## src/rtl/melody_chime_slot.sv

```systemverilog
// ---------------------------------------------------------------------------
// melody_chime_slot
//
// One tone-generator slot of the chime. It sits on the receiving end of the
// sequencer's slot write interface. A note-on write latches the half-period
// divider, restarts the square-wave oscillator in its high phase and
// retriggers a decaying envelope. The slot drives a signed amplitude sample
// (+ENV while the phase is high, -ENV while it is low) to the slot mixer.
//
// Ports:
//   CK_i           system clock, all state on its rising edge
//   XAR_i          asynchronous reset, active low (board provides a pull-up)
//   TIMING_1ms_i   1 ms clock-enable pulse, one cycle wide
//   TIMING_TONE_i  100 kHz tone clock-enable pulse, one cycle wide
//   WT_REQ_i       slot write request, one cycle pulse
//   SLOT_divs_i    half-period divider minus 1, valid with WT_REQ_i
//   SLOT_note_i    1 = note-on, 0 = no change, valid with WT_REQ_i
//   WAVE_o         signed sample, C_ENV_W+1 bits, +ENV or -ENV
//   SQR_o          raw oscillator phase
//   ACTIVE_o       1 while the envelope is non-zero
//
// Parameters:
//   C_ENV_W        envelope width, peak level is 2**C_ENV_W-1
//   C_DECAY_TC     number of 1 ms ticks per envelope decay step
//
// Build option:
//   MELODY_CHIME_SLOT_EXP_DECAY_EN  defined   -> exponential decay tail
//                                   undefined -> linear decay, one LSB/step
// ---------------------------------------------------------------------------
module melody_chime_slot #(
    parameter int C_ENV_W    = 8,
    parameter int C_DECAY_TC = 4
) (
    input  logic               CK_i,
    input  logic               XAR_i,
    input  logic               TIMING_1ms_i,
    input  logic               TIMING_TONE_i,
    input  logic               WT_REQ_i,
    input  logic [7:0]         SLOT_divs_i,
    input  logic               SLOT_note_i,
    output logic [C_ENV_W:0]   WAVE_o,
    output logic               SQR_o,
    output logic               ACTIVE_o
);

    // Decay counter only needs to hold C_DECAY_TC-1; keep at least one bit.
    localparam int C_DCW = (C_DECAY_TC > 1) ? $clog2(C_DECAY_TC) : 1;
    localparam logic [C_DCW-1:0]   C_DECAY_LOAD = C_DCW'(C_DECAY_TC - 1);
    localparam logic [C_ENV_W-1:0] C_ENV_PEAK   = {C_ENV_W{1'b1}};

    // Slot state
    logic [7:0]         r_div;
    logic [7:0]         r_tone_ctr;
    logic               r_phase;
    logic [C_ENV_W-1:0] r_env;
    logic [C_DCW-1:0]   r_decay_ctr;

    // Registered outputs
    logic [C_ENV_W:0]   r_wave;
    logic               r_sqr;
    logic               r_active;

    // Combinational helpers
    logic               w_note_on;
    logic               w_env_nz;
    logic [C_ENV_W-1:0] w_env_step;
    logic [C_ENV_W:0]   w_env_pos;
    logic [C_ENV_W:0]   w_wave_next;

    // A write with note=0 is a no-op; only a note-on touches the slot.
    assign w_note_on = WT_REQ_i & SLOT_note_i;
    assign w_env_nz  = (r_env != '0);

    // Next envelope level for one decay step. Only used while ENV != 0, so
    // the subtraction can never wrap below zero.
    always_comb begin
        // NOTE: every variable assigned in always_comb gets a value on every
        // path (default first); otherwise synthesis infers a latch.
        w_env_step = r_env;
`ifdef MELODY_CHIME_SLOT_EXP_DECAY_EN
        // Drop by 1/8 of the level; below 8 the shift yields 0, so the
        // extra LSB keeps the tail moving until it reaches 0.
        w_env_step = r_env - (r_env >> 3)
                   - ((32'(r_env) < 32'd8) ? C_ENV_W'(1) : C_ENV_W'(0));
`else
        w_env_step = r_env - C_ENV_W'(1);
`endif
    end

    // Sign the envelope by the oscillator phase. Negation is done one bit
    // wider than ENV so the full peak level has a representable negative.
    assign w_env_pos = {1'b0, r_env};

    always_comb begin
        w_wave_next = w_env_pos;
        if (!r_phase) begin
            w_wave_next = -w_env_pos;
        end
    end

    // Divider, oscillator and envelope. A note-on write has priority over
    // both tick enables in the same cycle; those ticks are simply dropped.
    always_ff @(posedge CK_i or negedge XAR_i) begin
        if (!XAR_i) begin
            // NOTE: sequential state uses non-blocking (<=) assignments so
            // every register samples the pre-edge values of the others.
            r_div       <= '0;
            r_tone_ctr  <= '0;
            r_phase     <= 1'b0;
            r_env       <= '0;
            r_decay_ctr <= '0;
        end else if (w_note_on) begin
            r_div       <= SLOT_divs_i;
            r_tone_ctr  <= SLOT_divs_i;
            r_phase     <= 1'b1;
            r_env       <= C_ENV_PEAK;
            r_decay_ctr <= C_DECAY_LOAD;
        end else begin
            // Oscillator free-runs even when silent: half period is DIV+1
            // tone ticks.
            if (TIMING_TONE_i) begin
                if (r_tone_ctr == '0) begin
                    r_tone_ctr <= r_div;
                    r_phase    <= ~r_phase;
                end else begin
                    r_tone_ctr <= r_tone_ctr - 8'd1;
                end
            end

            // Envelope freezes (together with its prescaler) once it is 0.
            if (TIMING_1ms_i && w_env_nz) begin
                if (r_decay_ctr == '0) begin
                    r_decay_ctr <= C_DECAY_LOAD;
                    r_env       <= w_env_step;
                end else begin
                    r_decay_ctr <= r_decay_ctr - C_DCW'(1);
                end
            end
        end
    end

    // Output register: one cycle behind the slot state, so a note-on at
    // edge n shows as +peak after edge n+1.
    always_ff @(posedge CK_i or negedge XAR_i) begin
        if (!XAR_i) begin
            r_wave   <= '0;
            r_sqr    <= 1'b0;
            r_active <= 1'b0;
        end else begin
            r_wave   <= w_wave_next;
            r_sqr    <= r_phase;
            r_active <= w_env_nz;
        end
    end

    assign WAVE_o   = r_wave;
    assign SQR_o    = r_sqr;
    assign ACTIVE_o = r_active;

endmodule

```

## config.mk

```make
export PLATFORM = sky130hd
export DESIGN_NAME = melody_chime_slot
export DESIGN_NICKNAME = d
export VERILOG_FILES = /design/src/rtl/melody_chime_slot.sv
export SDC_FILE = /design/constraint.sdc
export NUM_CORES = 1
export LEC_CHECK = 0
export CORE_MARGIN = 1.5
export CORE_UTILIZATION = 40
export CTS_BUF_LIST = sky130_fd_sc_hd__clkbuf_4
export DETAILED_ROUTE_END_ITERATION = 6
export HOLD_SLACK_MARGIN = 0.08
export PLACE_DENSITY = 0.66
export SLEW_MARGIN = 25
export SYNTH_ARGS = -nofsm -noshare
export SYNTH_HDL_FRONTEND = slang
export SYNTH_SLANG_ARGS = --single-unit
```

## constraint.sdc

```tcl
create_clock -name CK_i -period 3.1 [get_ports CK_i]
set_input_delay 0.62 -clock CK_i [delete_from_list [all_inputs] [get_ports CK_i]]
set_output_delay 0.62 -clock CK_i [all_outputs]
set_load 0.005 [all_outputs]
```

Word level (Yosys, flattened, before mapping)
Index checks and enable logic that the tools add are counted.

Equal/unequal tests: 0. $add $sub $neg: 4. Mux-type cells: 13. Bitwise gates (word level): 2. Reductions and logical operators: 10. $mul: 0. Shifts and indexed selects: 0. Div/mod/pow operators: 0. Order comparisons: 0.

Operators by type and width (number): $mux W8 (6); $sub A8 B1 Y8 const B (2); $mux W9 (1); $neg A8 Y9 (1); $logic_not A8 Y1 (1); $reduce_bool A2 Y1 (4); $reduce_bool A8 Y1 (1); $mux W2 (3); $reduce_and A2 Y1 (2); $mux W1 (3); $logic_not A2 Y1 (1); $sub A2 B1 Y2 const B (1); $and A1 B1 Y1 (1); $logic_and A1 B1 Y1 (1); $not A1 Y1 (1).

Bits in read-only memories: 0. Register bits: 38. RAM bits: 0. Bits in latches: 0. Memories: 0. Logic and storage cells: 37. Output and inout bits: 11. Input port bits: 14.

Logic depth before layout (Yosys ltp)
Gate-level depths: netlist of run 1.

Depth after elaboration: 4. Depth in mapped cells: 7.

Worst setup path before layout of run 1
OpenSTA, ideal clock, no wires.

Path type: reg2reg. From: reg r_tone_ctr[0]. To: reg r_tone_ctr[3]. Path slack: 1215 ps. Library setup time: 126 ps. Cell stages (with the launch flop): 7. Path buffers: 1. Arrival time: 1759 ps. Cells stage by stage: dfrtp_1 inv_1 ha_1 or4b_4 or2_0 buf_2 o311a_1.

Cells in the longest elaborated chain, start to end: 4. Elaborated cells between the ends (all ways): 5. Those cells by class: add/sub: 1; mux: 3; reduce/logical: 1.

Ends and longest elaborated chain: start: declaration (line 53) `logic [7:0] r_tone_ctr;`; start signal: assignment (line 114) `r_tone_ctr <= SLOT_divs_i;`; start signal: assignment (line 123) `r_tone_ctr <= r_div;`; start signal: assignment (line 126) `r_tone_ctr <= r_tone_ctr - 8'd1;`; $sub A8 B1 Y8 / $logic_not A8 Y1 (equally long branches) (line 126, 122); $mux W8 * (line 122) `if (r_tone_ctr == '0) begin`; $mux W8 * (line 121) `if (TIMING_TONE_i) begin`; $mux W8 * (line 112) `end else if (w_note_on) begin`.

Mark *: on every way between the ends. The rest lies on a longest branch, timed or not. The select of a mux whose other input is x is not followed. A chain may end at the register's enable or synchronous reset.

Worst setup path in the final report of run 1
From: reg r_tone_ctr[0]. To: reg r_tone_ctr[4].

The elaborated chain is that of the path after synthesis.

==> results.cfg, run 1 <==
[run_status]
status = completed

[global_route]
met3_usage = 0.0333
antenna_found_initial = 0
overflow = 0
met1_usage = 0.206
grt_pass1_wl_um = 6560
grt_max_degree = 39
top_usage_layer = met2
grt_pass1_vias = 1453
gr-usage-all-layers = 0.162
met2_usage = 0.270

[clock_tree]
clkSinkCount = 38
cts-root-buf = clkbuf_4
ctsLongestPathBuffers = 2
cts-resized-gates = 0
ctsHoldBuffers = 0
insertion_delay_ns = 0.35
ctsHtreeMaxLevel = 2
cts_made_buffers = 5
post-cts-setup-buffers = 0
cts_tree = done
clk_pin_slew_ns = 0.11

[floorplan]
start_util = 0.413
fp-row-count = 25
die_area_mm2 = 0.00523
ios = 25
core_area_mm2 = 0.00466
die_h_um = 72.3
fp.dieW_um = 72.3

[critical_path]
critical_path_class = reg -> reg
cp_data_arrival_time_ns = 2.33
reg2reg_depth = 6
crit_path_end_kind = flop
cp_max_fo = 8
worst_setup_path_start_kind = flop
r2r-end = r_tone_ctr[4]
required_ns = 3.32
r2r-start = r_tone_ctr[0]
cp-startpoint = r_tone_ctr[0]
setup.worst_path.end = r_tone_ctr[4]
rrSetupSlack_ns = 0.99

[pwr]
vdd_drop_max_mv = 0.312
leakagePower_nw = 0.885
p_per_area_mw_per_mm2 = 516

[synth]
synth_fp_nets = 218
syn_area_mm2 = 0.00192
avgSynthCellArea_um2 = 9.66
yosysWarnings = 0
ys_seq_area_frac = 0.494
synthCells = 199
ys_types = 45
synth_seq_cells = 38

[sta]
rsz0062_at_grt = false
tns_ns = 0
layout_min_cycle_time_ns = 2.11
setup-violations-final = 0
period_share = 0.680
finalHoldViolCount = 0
fmax_mhz = 474
relSlewSlack = 0.449
slew_violations = 0
worst_slew_pin_slew_ns = 0.826
clock_skew_ns = 0.00787

[route]
postRouteWirelength_um = 3820
wl_per_cell_um = 13.8
drc = 0
via_count = 1461
first_iter_violations = 81
dr.pass1.iters = 4
drt-vias-per-instance = 5.29
ant_nets = 0

[worst_hold_path]
min_path_type = in -> async

[cells_and_area]
areaGrowthSynthToFinish_pct = 17.7
fin_util = 0.486
finalNetCount = 241
final_common_cell = dfrtp_1
num-fill-cells = 434
final_cell_mix = 38 x dfrtp_1, 31 x nand2_1, 23 x clkdlybuf4s50_1
drive_gt1_frac = 0.0901
antenna-diode-count = 0

[job]
maxCapViolCount = 0

[placed_design]
hpwl_um = 2700
portBuffers = 24
gp_congestion = 0.819
## area by class of cell
type | instances | area [um^2] | area share
well taps | 54 | 67.6 | 0.0299
inverters | 10 | 37.5 | 0.0166
repair buffers | 26 | 250 | 0.111
clock buffers | 5 | 37.5 | 0.0166
clock inverters | 2 | 33.8 | 0.0149
multi-input cells | 141 | 886 | 0.391
flip-flops and latches | 38 | 951 | 0.420
## logic make-up after synthesis
logic type / count (synthesis) / synth area share
AND/OR/NAND/NOR: 80 / 0.209
multiplexers: 2 / 0.0111
flip-flops: 38 / 0.494
buffers and inverters: 20 / 0.0449
adder cells (fa/ha/maj): 5 / 0.0325
XOR/XNOR: 12 / 0.0547
AO/OA/AOI/OAI: 42 / 0.154
## synth_stat cells, drive strengths merged
cell,n,share of area
or4,4,0.020
o41ai,1,0.0046
a21oi,2,0.0052
o21a,1,0.0039
mux2,1,0.0059
o31ai,4,0.016
and2,2,0.0065
buf,4,0.014
or3b,2,0.0091
nor3b,2,0.0078
a22oi,2,0.0078
o21ai,16,0.044
nand2b,1,0.0033
nand4,1,0.0033
or2,2,0.0065
inv,10,0.020
a31oi,2,0.0065
nor3,6,0.016
xnor2,10,0.046
a21boi,1,0.0039
o41a,1,0.0059
mux2i,1,0.0052
ha,5,0.033
or3,5,0.016
nor2,14,0.029
nor4,1,0.0033
o311a,1,0.0052
o211ai,4,0.016
o21bai,3,0.012
nand3,7,0.018
a221oi,1,0.0046
clkbuf,6,0.012
xor2,2,0.0091
nand2,31,0.061
or4b,1,0.0072
a2111oi,2,0.016
and3,1,0.0033
dfrtp,38,0.49
a211oi,1,0.0039
## state kept, by name, indices dropped and copies added, names as in the netlist
name / flops
ACTIVE_o: 1
SQR_o: 1
WAVE_o: 9
r_decay_ctr: 2
r_div: 8
r_env: 8
r_phase: 1
r_tone_ctr: 8
## stage by stage
stage          setup WS (ns)  hold WS, ns  area [um^2]  total power, mW  cells
3_3_place_gp           0.794        0.410         2190            0.849    269
2_1_floorplan           1.21        0.324         1920            0.766    199
5_1_grt                0.860        0.435         2260             1.24    276
3_5_place_dp           0.759        0.410         2190            0.853    269
6_report               0.992        0.356         2260             1.17    276
4_1_cts                0.990        0.394         2260             1.18    276
## critical path, stage by stage, from the launching register on
cell and delay (ns):
dfrtp_1 0.45, inv_1 0.13, ha_1 0.20, or4b_4 0.51, or2_0 0.36, o31ai_1 0.26
a31oi_1 0.06
## power breakdown
part / leakage (nW) / internal (mW) / switching, mW
clock: 0.0387 / 0.163 / 0.162
sequential: 0.401 / 0.553 / 0.0547
combinational: 0.445 / 0.119 / 0.116
total: 0.885 / 0.835 / 0.332
## per-layer routing
layer / vias to the layer above / wire [um]
met5: - / 0
met4: 0 / 67
met3: 8 / 117
met2: 19 / 1790
met1: 692 / 1850
li1: 742 / -
## worst min path at each step
stage,endpoint,cells past startpoint
finish,r_tone_ctr[7],1
global route,r_tone_ctr[7],1
CTS,r_tone_ctr[7],1
detailed placement,WAVE_o[0],0
global placement,WAVE_o[0],0
floorplan,ACTIVE_o,0
Note: power is estimated with default switching activity, not from simulation.
==> run 2, diff against run 1 <==
==> constraint.sdc (replaced) <==
create_clock -name CK_i -period 2 [get_ports CK_i]
set_input_delay 0.4 -clock CK_i [delete_from_list [all_inputs] [get_ports CK_i]]
set_output_delay 0.4 -clock CK_i [all_outputs]
set_load 0.005 [all_outputs]
==> results.cfg, run 2 (synthesis results as in run 1) <==
[run_status]
status = completed

[global_route]
grt_pass1_vias = 1554
grt_pass1_wl_um = 7070
overflow = 0
gr-usage-all-layers = 0.174
antenna_found_initial = 0
grt_max_degree = 39

[route]
first_iter_violations = 75
via_count = 1531
dr.pass1.iters = 4
postRouteWirelength_um = 4050
ant_nets = 0
wl_per_cell_um = 14.1
drc = 0
drt-vias-per-instance = 5.33

[sta]
worst_slew_pin_slew_ns = 0.488
setup-violations-final = 0
layout_min_cycle_time_ns = 1.86
rsz0062_at_grt = false
period_share = 0.932
tns_ns = 0
clock_skew_ns = 0.00525
relSlewSlack = 0.672
slew_violations = 0
finalHoldViolCount = 0
fin_ws_ns = 0.135
fmax_mhz = 536

[clock_tree]
clkSinkCount = 38
clk_pin_slew_ns = 0.11
ctsHtreeMaxLevel = 2
cts-root-buf = clkbuf_4
post-cts-setup-buffers = 0
cts_tree = done
ctsLongestPathBuffers = 2
insertion_delay_ns = 0.34
cts_made_buffers = 5

[critical_path]
crit_path_end_kind = flop
worst_setup_path_start_kind = flop
max_stage_delay_ns = 0.50
cp_data_arrival_time_ns = 2.08
reg2reg_depth = 6
required_ns = 2.22
worstPathCellList = inv_1 > ha_1 > or4b_4 > nor2_1 > mux2i_1 > o211ai_1
critical_path_class = reg -> reg
slowest_stage = or4b_4
rrSetupSlack_ns = 0.14
cp_max_fo = 5

[cells_and_area]
drive_gt1_frac = 0.146
antenna-diode-count = 0
final_common_cell = dfrtp_1
final_area_mm2 = 0.00234
final_cells = 287
areaGrowthSynthToFinish_pct = 21.5
num-fill-cells = 453
finalNetCount = 253
fin_util = 0.501
largest_reg_flops = 9
final_cell_mix = 38 x dfrtp_1, 31 x nand2_1, 23 x clkdlybuf4s50_1

[floorplan]
ios = 25
fp-row-count = 25
die_h_um = 72.3
start_util = 0.413
fp.dieW_um = 72.3
core_area_mm2 = 0.00466
die_area_mm2 = 0.00523

[pwr]
p_per_area_mw_per_mm2 = 736
p_seq_frac = 0.532
pwr-share-clk = 0.208
p_int_mw = 1.20
leakagePower_nw = 0.936
vdd_drop_max_mv = 0.452
power_frac_comb = 0.259
p_sw_frac = 0.300
p_switching_mw = 0.516

[placed_design]
hpwl_um = 2880
dpl_cell_area_mm2 = 0.00228
portBuffers = 24
gp_congestion = 0.807
place_worst_setup_slack_ns = 0.0269
dpl.cell_count = 281

[job]
maxCapViolCount = 0

[worst_hold_path]
min_path_type = in -> async
## run 2: cell count changes in the layout (fill, tap and decap cells not counted)
cell / previous run / this run
or3b_4: 0 / 1
o21ai_1: 5 / 4
or3b_2: 2 / 1
nor3b_1: 2 / 1
o21ai_2: 1 / 2
or2_4: 0 / 1
or2_0: 1 / 0
bufinv_16: 1 / 0
buf_4: 2 / 14
nor3b_2: 0 / 1
## run 2: cell type report
type | count | area [um^2] | share of cell area
Clock inverter | 1 | 3.75 | 0.00161
Multi-Input combinational cell | 141 | 900 | 0.385
Timing Repair Buffer | 38 | 340 | 0.146
Sequential cell | 38 | 951 | 0.407
Clock buffer | 5 | 37.5 | 0.0161
Tap cell | 54 | 67.6 | 0.0289
Inverter | 10 | 37.5 | 0.0161
## run 2: worst max-delay path, delay by kind of cell, from the launching register on
kind            cells  cell delay (ns)
mux                 1             0.22
fa+ha+maj           1             0.19
compound gates      1             0.12
buf+inv             1             0.08
flops               1             0.39
simple gates        2             0.74
## run 2: final timing paths
path | start | end
worst max-delay path | r_tone_ctr[0] | r_tone_ctr[1]
worst min-delay path | XAR_i | r_div[7]
worst max register to register | r_tone_ctr[0] | r_tone_ctr[1]
worst min register to register | r_env[0] | WAVE_o[0]
max in group asynchronous | XAR_i | WAVE_o[7]
min in group CK_i | r_env[0] | WAVE_o[0]
## run 2: repair_timing
| item | CTS | global route |
|---|---|---|
| hold buffers | 0 | 0 |
| setup endpoints to repair | 0 | 6 |
| resized for setup | 0 | 5 |
## run 2: per-stage QoR
stage	hold slack (ns)	power, mW
6_report	0.0870	1.72
3_3_place_gp	0.410	1.37
3_5_place_dp	0.417	1.37
5_1_grt	0.138	1.84
4_1_cts	0.105	1.74
2_1_floorplan	0.104	1.19
## run 2: power groups by stage
stage / logic (mW) / registers, mW / clock network, mW
after floorplan: 0.257 / 0.930 / 0
after global placement: 0.437 / 0.928 / 0
after detailed placement: 0.444 / 0.930 / 0
after CTS: 0.446 / 0.916 / 0.377
after global routing: 0.508 / 0.927 / 0.406
final: 0.446 / 0.915 / 0.358
## run 2: routing by layer
metal	global-route usage	share of wire
met1	0.214	0.46
met2	0.300	0.49
met3	0.0375	0.032
met4	0.0671	0.014
met5	0	0
==> run 3, diff against run 2 <==
--- a/config.mk
+++ b/config.mk
@@ -6,11 +6,11 @@
 export NUM_CORES = 1
 export LEC_CHECK = 0
 export CORE_MARGIN = 1.5
-export CORE_UTILIZATION = 40
+export CORE_UTILIZATION = 50
 export CTS_BUF_LIST = sky130_fd_sc_hd__clkbuf_4
 export DETAILED_ROUTE_END_ITERATION = 6
 export HOLD_SLACK_MARGIN = 0.08
-export PLACE_DENSITY = 0.66
+export PLACE_DENSITY = 0.78
 export SLEW_MARGIN = 25
 export SYNTH_ARGS = -nofsm -noshare
 export SYNTH_HDL_FRONTEND = slang
==> results.cfg, run 3 (synthesis results as in run 1) <==
[run_status]
status = completed

[clock_tree]
insertion_delay_ns = 0.35
cts_made_buffers = 5
cts-root-buf = clkbuf_4
clk_pin_slew_ns = 0.13
ctsLongestPathBuffers = 2
clkSinkCount = 38
cts_tree = done
ctsHtreeMaxLevel = 2
post-cts-setup-buffers = 0
ctsHoldBuffers = 0

[critical_path]
required_ns = 2.22
cp_max_fo = 5
worstPathCellList = inv_1 > ha_1 > or4b_4 > nor2_1 > mux2i_1 > o211ai_1
cp-startpoint = r_tone_ctr[0]
slowest_stage = or4b_4
worst_setup_path_start_kind = flop
worst-path-buf-inv = 1
crit_path_end_kind = flop
max_stage_delay_ns = 0.50
critPathTopFamily = simple AND/OR/NAND/NOR gates
cp_data_arrival_time_ns = 2.14
r2r-start = r_tone_ctr[0]
critical_path_class = reg -> reg

[cells_and_area]
antenna-diode-count = 0
fin_util = 0.631
final_cell_mix = 38 x dfrtp_1, 31 x nand2_1, 23 x clkdlybuf4s50_1
largest_reg_flops = 9
num-fill-cells = 313
finalNetCount = 251
areaGrowthSynthToFinish_pct = 21.1
final_cells = 281
final_common_cell = dfrtp_1
drive_gt1_frac = 0.137

[sta]
worst_hold_slack_ns = 0.0744
fmax_mhz = 521
rsz0062_at_grt = false
slew_violations = 0
finalHoldViolCount = 0
setup-violations-final = 0
layout_min_cycle_time_ns = 1.92
relSlewSlack = 0.649
period_share = 0.960
tns_ns = 0
clock_skew_ns = 0.0169
worst_slew_pin_slew_ns = 0.521

[floorplan]
ios = 25
die_h_um = 65.0
start_util = 0.521
fp.dieW_um = 65.0
core_area_mm2 = 0.00369
die_area_mm2 = 0.00423
fp-row-count = 22

[global_route]
gr-usage-all-layers = 0.212
grt_max_degree = 39
grt_pass1_wl_um = 6780
overflow = 0
antenna_found_initial = 0
grt_pass1_vias = 1463

[job]
maxCapViolCount = 0

[route]
drt-vias-per-instance = 5.43
dr.pass1.iters = 4
ant_nets = 0
wl_per_cell_um = 14.0
postRouteWirelength_um = 3940
first_iter_violations = 102
drc = 0
via_count = 1526

[pwr]
power_frac_comb = 0.252
p_int_mw = 1.23
pwr-share-clk = 0.229
vdd_drop_max_mv = 0.440
leakagePower_nw = 0.937
p_sw_frac = 0.307
total_power_mw = 1.77
p_per_area_mw_per_mm2 = 759
p_switching_mw = 0.542
p_seq_frac = 0.519

[placed_design]
dpl.cell_count = 273
portBuffers = 24
gp_congestion = 0.881
hpwl_um = 2740

[worst_hold_path]
min_path_type = in -> async
## run 3: what timing repair did
action                     CTS  global route
setup endpoints to repair    2             4
pin swaps                    0             0
gates resized for setup      1             1
## run 3: per-stage QoR
stage | setup slack (ns) | cell area, um^2
after global placement | 0.0649 | 2270
after global routing | 0.00207 | 2330
final | 0.0795 | 2330
after CTS | 0.0502 | 2330
after floorplan | 0.115 | 1920
after detailed placement | -0.0134 | 2270
## run 3: power by group through the flow
stage	sequential, mW	clock (mW)	combinational, mW
2_1_floorplan	0.930	0	0.257
3_3_place_gp	0.930	0	0.430
3_5_place_dp	0.930	0	0.439
4_1_cts	0.917	0.411	0.445
5_1_grt	0.930	0.450	0.496
6_report	0.918	0.405	0.446
## run 3: final timing paths
kind	endpoint	slack, ns	depth (start not counted)
worst max-delay path	r_tone_ctr[1]	0.08	6
worst min-delay path	r_phase	0.07	2
worst max register to register	r_tone_ctr[1]	0.08	6
worst min register to register	WAVE_o[0]	0.43	0
max in group asynchronous	r_env[1]	1.58	2
min in group CK_i	WAVE_o[0]	0.43	0
## run 3: final cells by class
class                   instances  area [um^2]  area share
clock buffers                   6         45.0      0.0193
clock inverters                 2         8.76     0.00376
well taps                      48         60.1      0.0258
repair buffers                 36          338       0.145
inverters                      10         37.5      0.0161
flip-flops and latches         38          951       0.408
multi-input cells             141          888       0.382
## run 3: worst reg2reg max path: cells and delay by family, from the launching register on
family                   cells  cell delay [ns]
buffers and inverters        1             0.10
adder cells (fa/ha/maj)      1             0.20
AO/OA/AOI/OAI                1             0.11
multiplexers                 1             0.23
flip-flops                   1             0.40
AND/OR/NAND/NOR              2             0.76
## run 3: metal layers
metal,track usage,up-vias,part of all wire
met3,0.0503,7,0.062
met1,0.316,713,0.51
met5,0,-,0
met4,0.0781,0,0.015
met2,0.298,45,0.41
li1,-,761,-
